## src/rtl/wgc_ferry_driver.sv

```systemverilog
// -----------------------------------------------------------------------------
// wgc_ferry_driver
//
// Known-good stimulus source for the wolf/goat/cabbage river-crossing model.
// On start it replays a fixed 7-crossing safe solution, presenting one
// crossing (item select w/g/c) per valid/ready handshake. It keeps a shadow
// copy of which bank every actor is on and raises a sticky flag if that
// shadow state ever leaves one item alone with the item it would eat.
//
// Parameters:
//   ALT_SOLUTION  0: wolf on crossing 2, cabbage on crossing 4 (0-based step)
//                 1: cabbage on crossing 2, wolf on crossing 4
//
// Ports:
//   clk         clock, all state updates on posedge
//   rst         synchronous active-high reset
//   start       request a run (honoured in IDLE and DONE only)
//   move_valid  a crossing is presented on w/g/c
//   move_ready  consumer accepts the presented crossing
//   w, g, c     take wolf / goat / cabbage on this crossing (one-hot or none)
//   bank_w/g/c/p shadow bank of wolf / goat / cabbage / person
//   step        index of the crossing being presented, 0..6
//   busy        FSM in RUN
//   done        FSM in DONE
//   unsafe      sticky safety-violation flag, cleared only by rst
//
// Build option:
//   WGC_FORMAL_EN  when defined, immediate assert/assume/cover properties are
//                  compiled into a clocked process; function is unchanged.
// -----------------------------------------------------------------------------
module wgc_ferry_driver #(
    parameter bit ALT_SOLUTION = 1'b0
) (
    input  logic       clk,
    input  logic       rst,
    input  logic       start,
    output logic       move_valid,
    input  logic       move_ready,
    output logic       w,
    output logic       g,
    output logic       c,
    output logic       bank_w,
    output logic       bank_g,
    output logic       bank_c,
    output logic       bank_p,
    output logic [2:0] step,
    output logic       busy,
    output logic       done,
    output logic       unsafe
);

    typedef enum logic [1:0] {
        ST_IDLE = 2'd0,
        ST_RUN  = 2'd1,
        ST_DONE = 2'd2
    } state_t;

    localparam logic [2:0] LAST_STEP = 3'd6;

    // Item select {w,g,c} for a given crossing index of the chosen solution.
    function automatic logic [2:0] decode_sel(input logic [2:0] idx);
        logic [2:0] sel;
        case (idx)
            3'd0:    sel = 3'b010;
            3'd1:    sel = 3'b000;
            3'd2:    sel = ALT_SOLUTION ? 3'b001 : 3'b100;
            3'd3:    sel = 3'b010;
            3'd4:    sel = ALT_SOLUTION ? 3'b100 : 3'b001;
            3'd5:    sel = 3'b000;
            3'd6:    sel = 3'b010;
            default: sel = 3'b000;
        endcase
        return sel;
    endfunction

    state_t     state_r;
    logic [2:0] step_r;
    logic       move_valid_r;
    logic       w_r;
    logic       g_r;
    logic       c_r;
    logic       bank_w_r;
    logic       bank_g_r;
    logic       bank_c_r;
    logic       bank_p_r;
    logic       busy_r;
    logic       done_r;
    logic       unsafe_r;

    logic       bank_w_nxt_s;
    logic       bank_g_nxt_s;
    logic       bank_c_nxt_s;
    logic       unsafe_cond_s;
    logic [2:0] sel_first_s;
    logic [2:0] sel_next_s;

    // Shadow bank update for a transfer: a selected item travels only if it
    // is on the same bank as the person, exactly as the puzzle model does.
    always_comb begin
        bank_w_nxt_s = bank_w_r;
        bank_g_nxt_s = bank_g_r;
        bank_c_nxt_s = bank_c_r;
        if (w_r && (bank_w_r == bank_p_r)) begin
            bank_w_nxt_s = !bank_p_r;
        end else begin
            bank_w_nxt_s = bank_w_r;
        end
        if (g_r && (bank_g_r == bank_p_r)) begin
            bank_g_nxt_s = !bank_p_r;
        end else begin
            bank_g_nxt_s = bank_g_r;
        end
        if (c_r && (bank_c_r == bank_p_r)) begin
            bank_c_nxt_s = !bank_p_r;
        end else begin
            bank_c_nxt_s = bank_c_r;
        end
    end

    // Unsafe when wolf+goat or goat+cabbage share a bank without the person.
    always_comb begin
        unsafe_cond_s = ((bank_w_r == bank_g_r) && (bank_w_r != bank_p_r)) ||
                        ((bank_g_r == bank_c_r) && (bank_g_r != bank_p_r));
    end

    // Selects for the first crossing of a run and for the crossing after step_r.
    always_comb begin
        sel_first_s = decode_sel(3'd0);
        sel_next_s  = decode_sel(step_r + 3'd1);
    end

    // Main FSM with registered handshake, select, shadow bank and status outputs.
    always_ff @(posedge clk) begin
        if (rst) begin
            state_r      <= ST_IDLE;
            step_r       <= 3'd0;
            move_valid_r <= 1'b0;
            w_r          <= 1'b0;
            g_r          <= 1'b0;
            c_r          <= 1'b0;
            bank_w_r     <= 1'b0;
            bank_g_r     <= 1'b0;
            bank_c_r     <= 1'b0;
            bank_p_r     <= 1'b0;
            busy_r       <= 1'b0;
            done_r       <= 1'b0;
            unsafe_r     <= 1'b0;
        end else begin
            unsafe_r <= unsafe_r | unsafe_cond_s;
            case (state_r)
                ST_IDLE, ST_DONE: begin
                    if (start) begin
                        state_r            <= ST_RUN;
                        step_r             <= 3'd0;
                        move_valid_r       <= 1'b1;
                        {w_r, g_r, c_r}    <= sel_first_s;
                        busy_r             <= 1'b1;
                        done_r             <= 1'b0;
                    end
                end
                ST_RUN: begin
                    // start is deliberately ignored while a run is in flight.
                    if (move_ready) begin
                        bank_w_r <= bank_w_nxt_s;
                        bank_g_r <= bank_g_nxt_s;
                        bank_c_r <= bank_c_nxt_s;
                        bank_p_r <= !bank_p_r;
                        if (step_r == LAST_STEP) begin
                            state_r         <= ST_DONE;
                            step_r          <= 3'd0;
                            move_valid_r    <= 1'b0;
                            {w_r, g_r, c_r} <= 3'b000;
                            busy_r          <= 1'b0;
                            done_r          <= 1'b1;
                        end else begin
                            step_r          <= step_r + 3'd1;
                            {w_r, g_r, c_r} <= sel_next_s;
                        end
                    end
                end
                default: begin
                    state_r         <= ST_IDLE;
                    step_r          <= 3'd0;
                    move_valid_r    <= 1'b0;
                    {w_r, g_r, c_r} <= 3'b000;
                    busy_r          <= 1'b0;
                    done_r          <= 1'b0;
                end
            endcase
        end
    end

`ifdef WGC_FORMAL_EN
    logic [2:0] stall_cnt_r;

    // Count consecutive stalls and check the driver's invariants each cycle.
    always_ff @(posedge clk) begin
        if (rst) begin
            stall_cnt_r <= 3'd0;
        end else begin
            if (move_valid_r && !move_ready && (stall_cnt_r != 3'd7)) begin
                stall_cnt_r <= stall_cnt_r + 3'd1;
            end else if (move_valid_r && !move_ready) begin
                stall_cnt_r <= stall_cnt_r;
            end else begin
                stall_cnt_r <= 3'd0;
            end
            assume (move_ready || (stall_cnt_r < 3'd4));
            assert (!unsafe_r);
            assert (({2'b00, w_r} + {2'b00, g_r} + {2'b00, c_r}) <= 3'd1);
            assert (!(!move_valid_r && (w_r | g_r | c_r)));
            cover (done_r && bank_w_r && bank_g_r && bank_c_r);
        end
    end
`endif

    assign move_valid = move_valid_r;
    assign w          = w_r;
    assign g          = g_r;
    assign c          = c_r;
    assign bank_w     = bank_w_r;
    assign bank_g     = bank_g_r;
    assign bank_c     = bank_c_r;
    assign bank_p     = bank_p_r;
    assign step       = step_r;
    assign busy       = busy_r;
    assign done       = done_r;
    assign unsafe     = unsafe_r;

endmodule

```

## config.mk

```make
export PLATFORM = sky130hd
export DESIGN_NAME = wgc_ferry_driver
export DESIGN_NICKNAME = d
export VERILOG_FILES = /design/src/rtl/wgc_ferry_driver.sv
export SDC_FILE = /design/constraint.sdc
export NUM_CORES = 1
export LEC_CHECK = 0
export ABC_AREA = 1
export CAP_MARGIN = 20
export CORE_UTILIZATION = 35
export CTS_CLUSTER_DIAMETER = 100
export DETAILED_ROUTE_END_ITERATION = 12
export GPL_TIMING_DRIVEN = 0
export PLACE_DENSITY = 0.6
export SLEW_MARGIN = 20
export SYNTH_ARGS = -nofsm -noshare
export SYNTH_HDL_FRONTEND = slang
export SYNTH_SLANG_ARGS = --single-unit
```

## constraint.sdc

```tcl
create_clock -name clk -period 1.1 [get_ports clk]
set_input_delay 0.22 -clock clk [delete_from_list [all_inputs] [get_ports clk]]
set_output_delay 0.22 -clock clk [all_outputs]
set_load 0.05 [all_outputs]
```

==> metrics.txt <==
status=finished, violations left; failing checks=setup timing; Mapped Area=708 um^2; area of the multi-input gates=399 um^2; worst-path cell chain=inv_4, nor2_4, nand2_4, inv_4, nand2_4, o21ai_2, nor2_1; CTS tree=yes; Num CTS Buffers=3; Synth warnings=0; Worst Setup End Kind=flop; CTS clk-pin slew, worst paths=0.09 ns; Comb power frac=31.1%; Worst Skew=0.00972 ns; most frequent cell after synthesis=nand2_1; Max Slew Vio Count=0; Die X=47.0 um; gr ovfl total=0; fmax=900 MHz; Seq pwr share=44.7%; Peak VDD IR=0.755 mV; Setup WS post-layout=-0.0111 ns; WP data required=1.26 ns; NumNets Final=126; final RePlAce weighted congestion=0.743; CTS Root Cell=clkbuf_4; Worst Path Arrival=1.28 ns; minimum clock period=1.11 ns; TritonRoute pass-1 iters=4; kind of critical path=reg -> reg; number of routed nets with antenna violations=0; switching part of the total=36.4%; fill count=179; PD cells=1250 mW/mm^2; cells after synthesis=97; register area=304 um^2; full die area=0.00221 mm^2; relative slew slack=85.1%; largest net degree at the start of global routing=11; Synth Area per Inst=7.30 um^2; I/O Buffers=16; Netlist cell types=21; GRT Overall Usage=15.3%; detailed-route DRC error count=0; max incr delay on CP=0.38 ns; Finished Core Util=56.9%; HPWL after detailed placement=1060 um; wire length of the first global-routing pass=2350 um; Crit-path slowest cell=dfxtp_4; share of layout cells above drive strength 1=47.1%; Rows=15; number of global-route vias before repair=561; top_reg_cell synth=dfxtp_1; Starting Density=39.3%; Int Pwr=0.813 mW; Area contributors post-synth=dfxtp_1 (40%), nand2_1 (11%), inv_1 (7.4%); switching power=0.465 mW; CP Launch Type=flop; Buf/Inv on CP=2; number of flops mapped to enable cells by yosys=0; drt initial violations=16; post-synth top area cell=dfxtp_1; Via density=4.77; via count=697; Clock Sink Count=14; Seq/Total Area, Yosys=39.6%; cts hold-fix bufs=0; core footprint=0.00180 mm^2; worst slew pin tran=0.223 ns; setup_tns=-0.0120 ns; Min-Delay Path Class=in -> reg; final hold vios=0; crit-path max FO=5; Leak=0.455 nW; unrepaired setup endpoints after global routing=yes; fraction of registers with async set/reset=0%; Commonest cells post-synth=nand2_1 (20), dfxtp_1 (14), inv_1 (14), nor2_1 (9), o21ai_1 (7); WL/cell=12.2 um; Layout area overhead=44.7%; post-synth top area share=39.6%; Clk pwr share=24.2%; Crit path max-delay family=flip-flops; final setup fails=2; MaxCap Viol Count=0; CTS H-Tree Depth=1; drt total wl=1780 um; syn_nets=101; ANT cells=0; Vert. Die Dim=47.0 um; initial antenna violation count=0; fin crit share=101%; Synth Register Bits=14; Clock Latency Late Sink=0.28 ns; Clock Tree Buf Depth=2; # IOs=18
## power groups by stage
stage | registers [mW] | clock network (mW) | logic [mW]
6_report | 0.571 | 0.310 | 0.397
5_1_grt | 0.575 | 0.346 | 0.422
4_1_cts | 0.564 | 0.325 | 0.335
3_5_place_dp | 0.578 | 0 | 0.335
3_3_place_gp | 0.579 | 0 | 0.335
2_1_floorplan | 0.662 | 0 | 0.159
## layer usage
metal  GRT usage (%)  share of wire (%)
met3            3.46                2.8
met1            22.2                 48
met4            6.86                1.7
met2            21.4                 47
met5               0                  0
## registers in the layout, indices dropped and copies added, names as in the netlist
name / cells
bank_p: 1
w: 1
step: 3
unsafe: 1
bank_w: 1
c: 1
bank_g: 1
g: 1
busy: 1
bank_c: 1
state_r: 2
## area by class of cell
type	count	area share [%]
multi-input combinational	64	39.0
sequential	14	29.7
timing repair buffer	19	16.5
inverter	17	6.96
tap	25	3.05
clock buffer	4	2.56
buffer	3	2.32
## layout by cell type, fill, tap and decap left out, types with 2 or more instances in the layout
master / count
dfxtp_1: 3
o21ai_2: 3
nor2_1: 9
a21oi_2: 2
buf_6: 5
nor2_4: 2
o21ai_1: 4
dfxtp_4: 4
clkbuf_4: 5
nand2_1: 17
nand3_1: 3
inv_1: 14
dfxtp_2: 7
nand2_4: 5
a21oi_1: 6
o21bai_2: 2
o211ai_1: 2
buf_4: 11
nand2_2: 3
inv_4: 3
## through the flow
step                instance area, um^2  setup slack, ns  instances  power (mW)  hold WS, ns
finish                             1020          -0.0111        146        1.28        0.225
global route                       1020          -0.0718        146        1.34        0.230
CTS                                 921          -0.0191        143        1.22        0.219
detailed placement                  921           -0.320        138       0.913        0.449
global placement                    921           -0.320        138       0.913        0.442
floorplan                           729          0.00575         97       0.821        0.387
## logic make-up after synthesis
family | after synthesis | share of synthesized area (%)
AND/OR/NAND/NOR | 42 | 30.0
AO/OA/AOI/OAI | 20 | 17.7
buffers and inverters | 20 | 11.5
flip-flops | 14 | 39.6
XOR/XNOR | 1 | 1.24
## worst paths after layout
kind         endpoint  slack (ns)        from  cells after the start
min reg2reg    unsafe        0.46      unsafe                      2
max            bank_c       -0.01  state_r[0]                      7
min           step[2]        0.23         rst                      2
max reg2reg    bank_c       -0.01  state_r[0]                      7
## what timing repair did
action,in CTS,in global routing
gates resized for setup,86,23
gates cloned,0,1
setup buffers,1,2
endpoints found under the setup margin,22,18
pin swaps,1,7
Power figures use the tool's default switching activity.
